File: config.mk
export PLATFORM = sky130hd
export DESIGN_NAME = bit_serializer
export DESIGN_NICKNAME = d
export VERILOG_FILES = /design/src/rtl/bit_serializer.sv
export SDC_FILE = /design/constraint.sdc
export NUM_CORES = 1
export LEC_CHECK = 0
export CAP_MARGIN = 20
export CORE_ASPECT_RATIO = 0.6
export CORE_UTILIZATION = 45
export CTS_BUF_LIST = sky130_fd_sc_hd__clkbuf_8
export CTS_CLUSTER_SIZE = 20
export DETAILED_ROUTE_END_ITERATION = 16
export PLACE_DENSITY = 0.77
export SYNTH_ARGS = -nofsm -noshare
export SYNTH_HDL_FRONTEND = slang
export SYNTH_SLANG_ARGS = --single-unit
File: constraint.sdc
create_clock -name clk -period 1.95 [get_ports clk]
set_input_delay 0.39 -clock clk [delete_from_list [all_inputs] [get_ports clk]]
set_output_delay 0.39 -clock clk [all_outputs]
set_load 0.01 [all_outputs]
File: src/rtl/bit_serializer.sv
// Parallel-to-serial front end for the moore detector: buffered valid/ready load, MSB-first shift-out.
// Optional SER_PARITY_EN appends an even-parity bit after each data word.
module bit_serializer #(
    parameter int unsigned WIDTH      = 8,
    parameter logic        IDLE_LEVEL = 1'b0,
    parameter int unsigned CNT_WIDTH  = 16
) (
    input  logic                 clk,
    input  logic                 rst,
    input  logic                 load_valid,
    output logic                 load_ready,
    input  logic [WIDTH-1:0]     load_data,
    input  logic                 enable,
    output logic                 out_bit,
    output logic                 out_valid,
    output logic                 busy,
    output logic [CNT_WIDTH-1:0] words_sent
);

`ifdef SER_PARITY_EN
    localparam int unsigned FRAME_LEN = WIDTH + 1;
`else
    localparam int unsigned FRAME_LEN = WIDTH;
`endif
    localparam int unsigned          BIT_CNT_W = $clog2(FRAME_LEN);
    localparam logic [BIT_CNT_W-1:0] LAST_CNT  = BIT_CNT_W'(FRAME_LEN - 1);

    typedef enum logic {IDLE, SHIFT} state_t;

    state_t                 state, state_d;
    logic [BIT_CNT_W-1:0]   cnt, cnt_d;
    logic [FRAME_LEN-1:0]   sreg, sreg_d;
    logic                   out_bit_d, out_valid_d;
    logic [CNT_WIDTH-1:0]   words_d;
    logic                   buf_full;
    logic [WIDTH-1:0]       buf_data;
    logic                   take;

    // Build the on-wire frame from a data word (data MSB first, parity last when enabled)
    function automatic logic [FRAME_LEN-1:0] frame_of(input logic [WIDTH-1:0] w);
`ifdef SER_PARITY_EN
        return {w, ^w};
`else
        return w;
`endif
    endfunction

    assign load_ready = ~buf_full;

    // State register
    always_ff @(posedge clk) begin
        if (rst) state <= IDLE;
        else     state <= state_d;
    end

    // Next-state and datapath next values; everything holds while enable is low
    always_comb begin
        state_d     = state;
        cnt_d       = cnt;
        sreg_d      = sreg;
        out_valid_d = out_valid;
        words_d     = words_sent;
        take        = 1'b0;
        if (enable) begin
            unique case (state)
                IDLE: begin
                    if (buf_full) begin
                        take        = 1'b1;
                        sreg_d      = frame_of(buf_data);
                        cnt_d       = LAST_CNT;
                        state_d     = SHIFT;
                        out_valid_d = 1'b1;
                    end
                end
                SHIFT: begin
                    if (cnt != '0) begin
                        sreg_d = {sreg[FRAME_LEN-2:0], 1'b0};
                        cnt_d  = cnt - BIT_CNT_W'(1);
                    end else begin
                        words_d = words_sent + CNT_WIDTH'(1);
                        if (buf_full) begin
                            take   = 1'b1;
                            sreg_d = frame_of(buf_data);
                            cnt_d  = LAST_CNT;
                        end else begin
                            state_d     = IDLE;
                            out_valid_d = 1'b0;
                        end
                    end
                end
                default: state_d = IDLE;
            endcase
        end
        out_bit_d = (state_d == SHIFT) ? sreg_d[FRAME_LEN-1] : IDLE_LEVEL;
    end

    // Shifter and output registers
    always_ff @(posedge clk) begin
        if (rst) begin
            cnt        <= '0;
            sreg       <= '0;
            out_bit    <= IDLE_LEVEL;
            out_valid  <= 1'b0;
            busy       <= 1'b0;
            words_sent <= '0;
        end else begin
            cnt        <= cnt_d;
            sreg       <= sreg_d;
            out_bit    <= out_bit_d;
            out_valid  <= out_valid_d;
            busy       <= (state_d == SHIFT);
            words_sent <= words_d;
        end
    end

    // One-entry holding buffer; fill and drain are mutually exclusive since fill needs it empty
    always_ff @(posedge clk) begin
        if (rst) begin
            buf_full <= 1'b0;
        end else if (take) begin
            buf_full <= 1'b0;
        end else if (load_valid && load_ready) begin
            buf_full <= 1'b1;
        end
    end

    always_ff @(posedge clk) begin
        if (load_valid && load_ready) buf_data <= load_data;
    end

endmodule

==> metrics.txt, run 1 <==
status=complete, no violations; setup tns final=0 ns; filler cell count=between 200 and 300; Clock Tree Buf Depth=2; clk root buf=clkbuf_8; Final setup viols=0; Sink Count=39; final WL=about 3900 µm; global-route wire length before repair=~6200 µm; Power Total=about 0.0015 W; final clock period utilization by the worst path=between 90% and 100%; register area share after synthesis=between 50% and 60%; Post-Synth Adder-Cell Area=2.30%; fmax=roughly 530 MHz; Port Buffers=31; most frequent cells in the layout=dfxtp_1 (31), clkdlybuf4s50_1 (31), a21oi_1 (18), nor2_1 (16), nor3_1 (11); R2R setup slack=approximately 0.13 ns; Cells after Synth=between 150 and 200; CTS clk-pin slew, worst paths=roughly 0.08 ns; crit path cell chain=clkdlybuf4s50_1, nand4b_2, or4_4, or3_1, a21oi_1; die area=around 0.0039 mm²; GRT Overall Usage=a little over a fifth; fraction of registers with async set/reset=0%; Leak Pwr=about 0.75 nW; number of max-cap violations=0; largest family of logic cells by synthesized area=simple AND/OR/NAND/NOR gates; grt ovf=0; post-synthesis compound-gate area fraction=around 14%; Critical Path AT=between 2 and 2.5 ns; largest delay contributor family on the critical path=simple AND/OR/NAND/NOR gates; largest net degree at the start of global routing=23; routed len/inst=~15 µm; FF+latch count, synth=39; Hold Buf Count CTS=0; Synth cell types=34; Post-synth EDFFs=8; CP Max Fanout=3; Worst-Skew Late Latency=roughly 0.29 ns; Vias=between 1000 and 1500; Layout Cells excl Fill=259; Final min period=between 1.5 and 2 ns; Placed Instances=~250; Synth Area in XOR/XNOR=roughly 5.4%; WP data required=2.17 ns; syn_area_per_cell=9.38 µm²; ANT cells=0; Worst path max stage delay=roughly 0.56 ns; Worst Path Class, Setup=in -> reg; Slew Limit Headroom=65.8%; final hold vios=0; count of buffer and inverter cells on the critical path=1; layout overhead on the synthesized area=31.2%; Die W=79.8 µm; worst hold path class=reg -> reg; vias in the first global route=about 1300; FF+latch area=about 860 µm²; proportion of synthesized area in mux cells=less than 1%; die span in y=around 50 µm; 1st-iter DRT viols=between 100 and 150; TritonRoute pass-1 iters=5; DR vias/cell=5.61; Final HPWL DP=approximately 2800 µm; Max H-tree Level=2; CTS tree=yes; slowest cell on the critical path=or4_4; Initial Util=48.5%; share of cells above drive strength 1=8.88%; GPL Wtd Cong=approximately 0.80; Antenna Nets Post-Route=0; CTS buffer count=5; total core area=about 0.0034 mm²; Pwr Density=~720 mW/mm²; WHS=approximately 0.5 ns; syn_nets=between 150 and 200; Post-synth top flop=dfxtp_1; Ports=32; initial antenna violation count=0; CP Capture Type=register; RSZ-0062 raised after global routing=no; Worst Max-Slew Pin Slew=0.511 ns; area of the mapped netlist=approximately 0.0016 mm²; max-slew violation count=0; Clock Skews=0.00662 ns; Final #Nets=229; CP Launch Type=input pin; row count=16; maximum VDD drop=0.420 mV; Simple-Gate Fraction of Synth Area=a little over a fifth; area of the multi-input gates=~730 µm²; Ys Warns=0; Remaining DRCs=0
routing by layer:
layer	up-vias	part of all wire, %	track usage (%)
met4	0	1.7	10.4
met2	62	43	30.8
met5	-	0	0
met1	673	48	30.0
met3	8	6.4	5.66
li1	710	-	-
repair_timing:
action	4_1_cts	5_1_grt
endpoints found under the setup margin	1	3
resized for setup	1	3
gates cloned	0	0
setup buffers	0	0
power breakdown:
| part | internal [W] | switching [W] |
|---|---|---|
| clock | 0.000236 | 0.000270 |
| sequential | 0.000857 | 0.0000194 |
| combinational | 0.0000769 | 0.0000886 |
| total | 0.00117 | 0.000378 |
flip-flops by register name, indices dropped and copies added (netlist names):
register	flops
words_sent	16
buf_data	8
sreg	8
cnt	3
buf_full	1
busy	1
out_bit	1
out_valid	1
synth_stat cells, types with 2 or more instances:
cell type	n	area, µm²
o21ai_0	9	45.0
nor4_1	5	31.3
and2_1	2	12.5
clkbuf_1	6	22.5
xnor2_1	8	70.1
a21oi_1	18	90.1
nand4_1	2	12.5
nor2_1	16	60.1
dfxtp_1	31	621
xor2_1	2	17.5
inv_1	8	30.0
nand4b_1	2	17.5
nor2b_1	2	12.5
o22ai_1	6	37.5
nand2_1	9	33.8
ha_1	3	37.5
edfxtp_1	8	240
nand3_1	7	35.0
nor3_1	11	55.1
or3_1	4	25.0
a21o_1	2	15.0
cell type report:
class | count | area share [%]
Clock buffer | 5 | 3.21
Inverter | 8 | 1.40
Clock inverter | 2 | 0.350
Multi-Input combinational cell | 120 | 34.0
Timing Repair Buffer | 40 | 18.2
Tap cell | 45 | 2.63
Sequential cell | 39 | 40.2
per-stage QoR:
step / setup slack (ns) / cell area [µm²] / util (%)
after global placement: -0.176 / 2050 / 61.0
final: 0.0755 / 2140 / 63.7
after floorplan: 0.0934 / 1630 / -
after global routing: 0.00245 / 2140 / 63.7
after CTS: 0.0406 / 2130 / 63.4
after detailed placement: -0.220 / 2050 / 61.0
path summary, 6_finish.rpt:
check / from / to / cells past startpoint
worst max-delay path: enable / words_sent[15]$_SDFFE_PP0P_ / 5
worst min-delay path: sreg[0]$_SDFFE_PP0P_ / sreg[0]$_SDFFE_PP0P_ / 2
worst max register to register: cnt[0]$_SDFFE_PP0P_ / words_sent[15]$_SDFFE_PP0P_ / 6
worst min register to register: sreg[0]$_SDFFE_PP0P_ / sreg[0]$_SDFFE_PP0P_ / 2
worst reg2reg max path: stages, from the launching register on:
cell,delay (ns)
dfxtp_1,0.31
inv_2,0.10
ha_4,0.17
nand4b_2,0.11
or4_4,0.56
or3_1,0.37
a21oi_1,0.14
logic make-up (layout without fill, tap and decap cells):
family | after synthesis | in the layout
flops | 39 | 39
compound gates | 40 | 40
simple gates | 66 | 66
fa+ha+maj | 3 | 3
xor+xnor | 10 | 10
buf+inv | 15 | 55
mux | 1 | 1
(Power assumes the default switching activity.)
==> run 2, diff against run 1 <==
Settings changed: MAX_ROUTING_LAYER from default to met4.
==> run 2 against run 1 <==
Effect of this change: fmax up 0.11%; largest cell class unchanged; wire length is essentially flat; critical endpoint unchanged; cell area unchanged.
==> metrics.txt, run 2 (synthesized netlist as in run 1, its figures left out) <==
Largest register FFs=16; final hold vios=0; CP Capture Type=register; Hold Crit Start=sreg[0]$_SDFFE_PP0P_; Pwr Density=between 700 and 800 mW/mm²; Antenna Nets Post-Route=0; R2R cell count=6; final clock period utilization by the worst path=96.0%; Initial Util=48.5%; GRT Overall Usage=between 20% and 30%; crit path cell chain=clkdlybuf4s50_1, nand4b_2, or4_4, or3_1, a21oi_1; Critical Path AT=about 2.1 ns; CP Max Fanout=3; grt ovf=0; Vias=1444; Power Total=roughly 0.0015 W; Hold Buf Count CTS=0; Worst-Skew Late Latency=roughly 0.29 ns; Sink Count=39; Clock Tree Buf Depth=2; count of buffer and inverter cells on the critical path=1; initial antenna violation count=0; most flop-heavy register=words_sent; CTS buffer count=5; clk root buf=clkbuf_8; RSZ-0062 raised after global routing=no; CTS tree=yes; worst r2r src=cnt[0]$_SDFFE_PP0P_; largest net degree at the start of global routing=23; die area=between 0.003 and 0.004 mm²; layout overhead on the synthesized area=31.2%; internal power=0.00117 W; postcts setup bufs=0; Worst Hold Path Cells=2; total core area=~0.0034 mm²; top flop regs=words_sent: 16 flops, buf_data: 8 flops, sreg: 8 flops; Worst Max-Slew Pin Slew=~0.50 ns; slowest cell on the critical path=or4_4; number of max-cap violations=0; maximum VDD drop=0.415 mV; DR vias/cell=5.58; share of cells above drive strength 1=under 10%; Ports=32; Port Buffers=31; CTS clk-pin slew, worst paths=about 0.07 ns; Worst path max stage delay=0.56 ns; Clock Skews=around 0.004 ns; WP depth=5; Die W=~80 µm; Final min period=about 1.9 ns; row count=16; sw power=0.000378 W; CP Launch Type=input pin; largest delay contributor family on the critical path=simple AND/OR/NAND/NOR gates; routed len/inst=roughly 15 µm; Final HPWL DP=about 2800 µm; max-slew violation count=0; worst hold path class=reg -> reg; Leak Pwr=between 0.7 and 0.8 nW; WHS=between 0.4 and 0.5 ns; ANT cells=0; die span in y=48.7 µm; fmax=approximately 530 MHz; GPL Wtd Cong=just over 0.8; Final #Nets=229; clock power share=approximately 33%; combinational share of power=10.7%; global-route wire length before repair=roughly 6200 µm; filler cell count=264; vias in the first global route=roughly 1300; Flop pwr share=between 50% and 60%; final WL=roughly 3900 µm; Switching Share=roughly a quarter; Remaining DRCs=0; Final setup viols=0; Worst Setup SP=enable; Max H-tree Level=2; TritonRoute pass-1 iters=4; status=complete, no violations; min setup slack post-route=~0.078 ns; 1st-iter DRT viols=134; dpl ws=-0.220 ns; Slew Limit Headroom=66.4%; Worst Path Class, Setup=in -> reg; most frequent cells in the layout=dfxtp_1 (31), clkdlybuf4s50_1 (31), a21oi_1 (18), nor2_1 (16), nor3_1 (11); WP data required=~2.2 ns
run 2: worst paths after layout:
kind / end / slack, ns
setup / recovery: words_sent[15]$_SDFFE_PP0P_ / 0.08
hold / removal: sreg[0]$_SDFFE_PP0P_ / 0.49
setup reg to reg: words_sent[15]$_SDFFE_PP0P_ / 0.13
hold reg to reg: sreg[0]$_SDFFE_PP0P_ / 0.49
run 2: layer usage:
layer | vias to the layer above | wire, µm | GRT usage [%] | share of wire, %
li1 | 712 | - | - | -
met1 | 667 | 1990 | 30.1 | 51
met2 | 55 | 1640 | 30.6 | 42
met3 | 10 | 166 | 5.66 | 4.3
met4 | 0 | 88 | 10.4 | 2.3
met5 | - | 0 | - | 0
run 2: what timing repair did:
action / CTS / global route
pin swaps: 0 / 0
gates resized for setup: 1 / 3
endpoints found under the hold margin: 0 / 0
setup endpoints to repair: 1 / 3
cloned: 0 / 0
run 2: power by group through the flow:
stage | Clock [W] | Sequential, W | Combinational (W)
after global routing | 0.000556 | 0.000881 | 0.000179
final | 0.000505 | 0.000877 | 0.000166
after global placement | 0 | 0.000893 | 0.000149
after CTS | 0.000511 | 0.000876 | 0.000158
after detailed placement | 0 | 0.000894 | 0.000155
after floorplan | 0 | 0.000891 | 0.0000885
run 2: final cells by class:
class / instances / area [µm²] / area share, %
timing repair buffer: 40 / 390 / 18.2
multi-input combinational: 120 / 728 / 34.0
clock buffer: 5 / 68.8 / 3.21
tap: 45 / 56.3 / 2.63
clock inverter: 2 / 7.51 / 0.350
sequential: 39 / 861 / 40.2
inverter: 8 / 30.0 / 1.40
run 2: stage by stage:
stage	setup TNS [ns]	instance area, µm²	instances	utilization, %
floorplan	0	1630	174	-
global placement	-0.431	2050	252	61.0
detailed placement	-0.677	2050	252	61.0
CTS	0	2130	259	63.4
global route	0	2140	259	63.7
finish	0	2140	259	63.7
run 2: worst reg2reg max path: cells and delay by family (launching register included):
kind	cells	cell delay [ns]
compound gates	1	0.14
fa+ha+maj	1	0.17
buf+inv	1	0.10
flops	1	0.31
simple gates	3	1.03
